**config.mk**
```make
export PLATFORM = sky130hd
export DESIGN_NAME = dmem_arbiter
export DESIGN_NICKNAME = d
export VERILOG_FILES = /design/src/rtl/dmem_arbiter.sv
export SDC_FILE = /design/constraint.sdc
export NUM_CORES = 1
export LEC_CHECK = 0
export BUFFER_PORTS_ARGS = -buffer_cell sky130_fd_sc_hd__buf_2
export CORE_AREA = 3 3 117 119
export DETAILED_ROUTE_END_ITERATION = 7
export DIE_AREA = 0 0 120 122
export PLACE_DENSITY = 0.86
export SLEW_MARGIN = 25
export SYNTH_ARGS = -nofsm -noshare
export SYNTH_HDL_FRONTEND = slang
export SYNTH_SLANG_ARGS = --single-unit
export TNS_END_PERCENT = 20
```
**constraint.sdc**
```tcl
create_clock -name clk_i -period 3.4 [get_ports clk_i]
set_input_delay 0.34 -clock clk_i [delete_from_list [all_inputs] [get_ports clk_i]]
set_output_delay 0.34 -clock clk_i [all_outputs]
set_load 0.02 [all_outputs]
```
**src/rtl/dmem_arbiter.sv**
```systemverilog
// dmem_arbiter: shares the single-port data memory between the CPU MEM stage
// (port 0) and the test loader / debug DMA (port 1). One word access at a time,
// with alignment/range checking and registered read data plus a valid pulse.
// Optional feature macro: ARB_ROUND_ROBIN_EN (round-robin tie break instead of
// fixed port-0 priority).
module dmem_arbiter #(
  parameter int ADDR_W    = 32,
  parameter int MEM_BYTES = 32
) (
  input  logic              clk_i,
  input  logic              rst_i,
  input  logic              p0_req_i,
  input  logic              p0_we_i,
  input  logic [ADDR_W-1:0] p0_addr_i,
  input  logic [31:0]       p0_wdata_i,
  output logic              p0_gnt_o,
  output logic              p0_err_o,
  output logic              p0_rvalid_o,
  output logic [31:0]       p0_rdata_o,
  input  logic              p1_req_i,
  input  logic              p1_we_i,
  input  logic [ADDR_W-1:0] p1_addr_i,
  input  logic [31:0]       p1_wdata_i,
  output logic              p1_gnt_o,
  output logic              p1_err_o,
  output logic              p1_rvalid_o,
  output logic [31:0]       p1_rdata_o,
  output logic [ADDR_W-1:0] mem_addr_o,
  output logic [31:0]       mem_data_o,
  output logic              mem_read_o,
  output logic              mem_write_o,
  input  logic [31:0]       mem_data_i,
  output logic              busy_o
);

  localparam logic [1:0] ST_IDLE = 2'd0;
  localparam logic [1:0] ST_CMD  = 2'd1;
  localparam logic [1:0] ST_RD   = 2'd2;

  localparam logic [ADDR_W-1:0] LAST_WORD = ADDR_W'(MEM_BYTES - 4);

  logic [1:0]        r_state;
  logic              r_owner;
  logic [1:0]        r_gnt;
  logic [1:0]        r_err;
  logic [1:0]        r_rvalid;
  logic [31:0]       r_p0Rdata;
  logic [31:0]       r_p1Rdata;
  logic [ADDR_W-1:0] r_memAddr;
  logic [31:0]       r_memData;
  logic              r_memRead;
  logic              r_memWrite;
  logic              r_busy;

  logic              w_anyReq;
  logic              w_sel;
  logic              w_we;
  logic [ADDR_W-1:0] w_addr;
  logic [31:0]       w_wdata;
  logic              w_err;

`ifdef ARB_ROUND_ROBIN_EN
  logic r_lastGnt;

  // Winner select: on a tie the port not granted last wins; a lone requester always wins
  always_comb begin
    w_sel = 1'b0;
    if (p0_req_i && p1_req_i) w_sel = ~r_lastGnt;
    else                      w_sel = ~p0_req_i;
  end

  // Remember the last granted port; reset value 1 lets port 0 win the first tie
  always_ff @(posedge clk_i or negedge rst_i) begin
    if (!rst_i)                             r_lastGnt <= 1'b1;
    else if (r_state == ST_IDLE && w_anyReq) r_lastGnt <= w_sel;
  end
`else
  // Winner select: fixed priority, port 0 always beats port 1
  always_comb begin
    w_sel = ~p0_req_i;
  end
`endif

  // Winner's request fields and the alignment/range check done at selection
  always_comb begin
    w_anyReq = p0_req_i | p1_req_i;
    w_we     = w_sel ? p1_we_i    : p0_we_i;
    w_addr   = w_sel ? p1_addr_i  : p0_addr_i;
    w_wdata  = w_sel ? p1_wdata_i : p0_wdata_i;
    w_err    = (w_addr[1:0] != 2'b00) || (w_addr > LAST_WORD);
  end

  // Access FSM: pulse outputs default low each cycle, set only in the cycle they belong to
  always_ff @(posedge clk_i or negedge rst_i) begin
    if (!rst_i) begin
      r_state    <= ST_IDLE;
      r_owner    <= 1'b0;
      r_gnt      <= 2'b00;
      r_err      <= 2'b00;
      r_rvalid   <= 2'b00;
      r_p0Rdata  <= '0;
      r_p1Rdata  <= '0;
      r_memAddr  <= '0;
      r_memData  <= '0;
      r_memRead  <= 1'b0;
      r_memWrite <= 1'b0;
      r_busy     <= 1'b0;
    end else begin
      r_gnt      <= 2'b00;
      r_err      <= 2'b00;
      r_rvalid   <= 2'b00;
      r_memRead  <= 1'b0;
      r_memWrite <= 1'b0;
      case (r_state)
        ST_IDLE: begin
          if (w_anyReq) begin
            r_state        <= ST_CMD;
            r_busy         <= 1'b1;
            r_owner        <= w_sel;
            r_memAddr      <= w_addr;
            r_memData      <= w_wdata;
            r_gnt[w_sel]   <= 1'b1;
            r_err[w_sel]   <= w_err;
            r_memWrite     <= w_we & ~w_err;
            r_memRead      <= ~w_we & ~w_err;
          end
        end
        ST_CMD: begin
          if (r_memRead) begin
            r_state <= ST_RD;
          end else begin
            r_state <= ST_IDLE;
            r_busy  <= 1'b0;
          end
        end
        ST_RD: begin
          r_state           <= ST_IDLE;
          r_busy            <= 1'b0;
          r_rvalid[r_owner] <= 1'b1;
          if (r_owner) r_p1Rdata <= mem_data_i;
          else         r_p0Rdata <= mem_data_i;
        end
        default: begin
          r_state <= ST_IDLE;
          r_busy  <= 1'b0;
        end
      endcase
    end
  end

  assign p0_gnt_o    = r_gnt[0];
  assign p1_gnt_o    = r_gnt[1];
  assign p0_err_o    = r_err[0];
  assign p1_err_o    = r_err[1];
  assign p0_rvalid_o = r_rvalid[0];
  assign p1_rvalid_o = r_rvalid[1];
  assign p0_rdata_o  = r_p0Rdata;
  assign p1_rdata_o  = r_p1Rdata;
  assign mem_addr_o  = r_memAddr;
  assign mem_data_o  = r_memData;
  assign mem_read_o  = r_memRead;
  assign mem_write_o = r_memWrite;
  assign busy_o      = r_busy;

endmodule

```
==> flow_summary.toml <==
[run_status]
status = "complete, no violations"

[min_path]
min_path_cells = 3
hp-class = "in2reg"
holdCritStartpoint = "mem_data_i[10]"
hold_end = "p1_rdata_o[10]"

[yosys]
synth_compound_gate_area_share_pct = 6.218
ys_warn_count = 0
yosys_register_bits = 140
synth_top_area_cell = "dfrtp_1"
muxShareOfSynthArea_pct = 17.26
synth-edff-count = 0
synth_flop_cell = "dfrtp_1"
synth_xor_area_share_pct = 0
synthTopCellsByArea = "dfrtp_1, mux2i_1, nand2_1, mux2_2, o21ai_0"
synth.top_cell.area_share_pct = 59.83
yosysMostFrequentCell = "nand2_1"
yosys.area_share.simple_pct = 13.76
yosys-top-cells-count = "nand2_1, dfrtp_1, mux2i_1, o21ai_0, mux2_2"
synthAdderAreaFrac_pct = 0
synth_top_family_by_area = "multiplexers"
synth_nets = 702
syn_inst = 536
syn_area_sq_um = 5856
ys_seq_area_share_pct = 59.83
postSynthAreaPerCell_sq_um = 10.92
synth_cell_type_count = 26
async_flop_share_pct = 100.0

[drt]
route.detailed.drc = 0
finalWirelength_um = 16540
drtIter0Drc = 258
firstDrtPassIters = 4
vias = 5077
ant_nets = 0
wl_per_cell_um = 16.29
vias_per_cell = 5.002

[sta]
worst_pin_slew_ns = 0.9224
finalHoldViolCount = 0
fmaxAchievable_ghz = 0.4333
period_share_pct = 67.87
slew_viol_final = 0
setup_viol = 0
fin_worst_skew_ns = 0.006008
rsz0062_at_grt = "false"
relSlewSlack_pct = 38.13
fin_setup_tns_ns = 0
period_needed_ns = 2.308

[worst_setup_path]
rr_startpoint = "r_state[0]"
r2r_cells = 5
critPathMaxFanout = 33
startpoint = "r_state[0]"
critPathKind = "reg2reg"
start_kind = "flop"
rrSetupSlack_ns = 1.09
cp_data_arrival_time_ns = 2.60
end_kind = "flop"
r2r_end = "p1_rdata_o[30]"
cp.required_ns = 3.69

[placed_design]
numPortBuffers = 302
gp_congestion = 0.8107
dp_cells = 984
hpwlAfterDp_um = 12410

[layout]
drive_gt1_share_pct = 44.25
final_util_pct = 64.63
antennaDiodeCount = 0
area_growth_pct = 39.85
nNetsFinal = 998
finalNonFillerCells = 1015

[global_routing]
gr-usage-all-layers_pct = 22.53
grt_max_degree = 108
grt_pass1_wl_um = 25470
grt_overflow = 0
grt_pass1_vias = 5103
antenna_found_initial = 0

[die]
die_h_um = 122
dieArea_sq_um = 14640
io_pins = 303
initial_core_util_pct = 46.21
core_area_sq_um = 12670
die_width_um = 120
row_count = 41

[power]
p_sw_mw = 1.260
peakVddDrop_uv = 282.3
leakage_nw = 4.359
comb_power_share_pct = 16.1
power.total_mw = 4.763
internal_power_mw = 3.503
clkPwrFrac_pct = 43.8
p_sw_share_pct = 26.46
seq_power_share_pct = 40.0
pwr_density_cell_nw_per_um2 = 581.6

[cts]
cts_num_sinks = 140
cts_root_buffer = "clkbuf_16"
cts_tree = "yes"
clkLatencyLatePin_ns = 0.41
clockBufferDepth = 2
post_cts_resize_count = 0
cts_buffers = 17
hold_buffers = 1
htree_levels = 4
post_cts_buffers = 0
cts.clk_slew.worst_paths_ns = 0.06

[flow_run]
cap_violations = 0
[how the worst max path moves through the flow]
stage | slack, ns | to | cells after the start
2_1_floorplan | 1.98 | p0_rdata_o[10] | 3
3_3_place_gp | 1.31 | mem_write_o | 5
3_5_place_dp | 1.31 | mem_write_o | 5
4_1_cts | 1.38 | p1_rdata_o[30] | 5
5_1_grt | 0.89 | p1_rdata_o[4] | 5
6_report | 1.09 | p1_rdata_o[30] | 5
[area by class of cell]
| type | count | area, sq um |
|---|---|---|
| sequential | 140 | 3503 |
| clock inverter | 11 | 215.2 |
| fill | 978 | 4482 |
| inverter | 3 | 11.26 |
| clock buffer | 19 | 452.9 |
| tap | 172 | 215.2 |
| multi-input combinational | 362 | 2198 |
| timing repair buffer | 308 | 1593 |
[layout by cell type, fill, tap and decap left out, types with 2 or more instances in the layout]
cell       netlist  layout
clkbuf_16        0      17
nor2_1           6       6
buf_12           0       2
mux2i_1         65      65
inv_1            3       2
nand4_1          2       2
mux2_2          32      32
nor3_1           5       5
o21ai_0         65      65
clkbuf_8         0       2
buf_2           15     300
nand2_1        163     163
dfrtp_1        140     140
clkinv_2         0       2
nand3_1          2       2
nor4_1           9       9
o21a_1           2       2
nor4_2           2       2
a21oi_1          2       2
bufinv_16        0       6
buf_4            4       4
[cell families (layout without fill, tap and decap cells)]
group           after synthesis  after routing
buf+inv                      34            341
simple gates                194            194
compound gates               71             71
flops                       140            140
mux                          97             97
[registers in the layout, summed over array words and instances (netlist names)]
signal,count
r_gnt,2
mem_addr_o,32
r_owner,1
mem_data_o,32
r_rvalid,2
r_state,2
busy_o,1
mem_read_o,1
p0_rdata_o,32
mem_write_o,1
r_err,2
p1_rdata_o,32
[stage by stage]
stage | hold slack (ns) | setup WS, ns | cell area (sq um)
floorplan | 0.04441 | 1.981 | 5856
global placement | 0.4268 | 1.313 | 7511
detailed placement | 0.4281 | 1.313 | 7511
CTS | 0.1060 | 1.382 | 8189
global route | 0.1181 | 0.8896 | 8189
finish | 0.1266 | 1.092 | 8189
[critical path: stages, from the launching register on]
cell and delay [ns]:
dfrtp_1 0.43, nand3b_1 0.13, buf_4 0.33, clkinv_1 0.83, nand2_1 0.35, nand2_1 0.09
[per-layer routing]
metal | GRT usage, % | vias to the layer above | wire length [um] | share of wire (%)
li1 | - | 2409 | - | -
met5 | 0 | - | 0 | 0
met3 | 6.639 | 23 | 1284 | 7.8
met4 | 9.091 | 0 | 307 | 1.9
met2 | 39.90 | 233 | 8443 | 51
met1 | 25.58 | 2412 | 6500 | 39
[power by group through the flow]
stage	Combinational, mW	Clock, mW	Sequential (mW)
global placement	0.767	0	1.93
global route	0.842	2.19	1.93
floorplan	0.213	0	2.12
CTS	0.784	2.12	1.91
detailed placement	0.786	0	1.93
finish	0.769	2.09	1.91
Power figures use the tool's default switching activity.
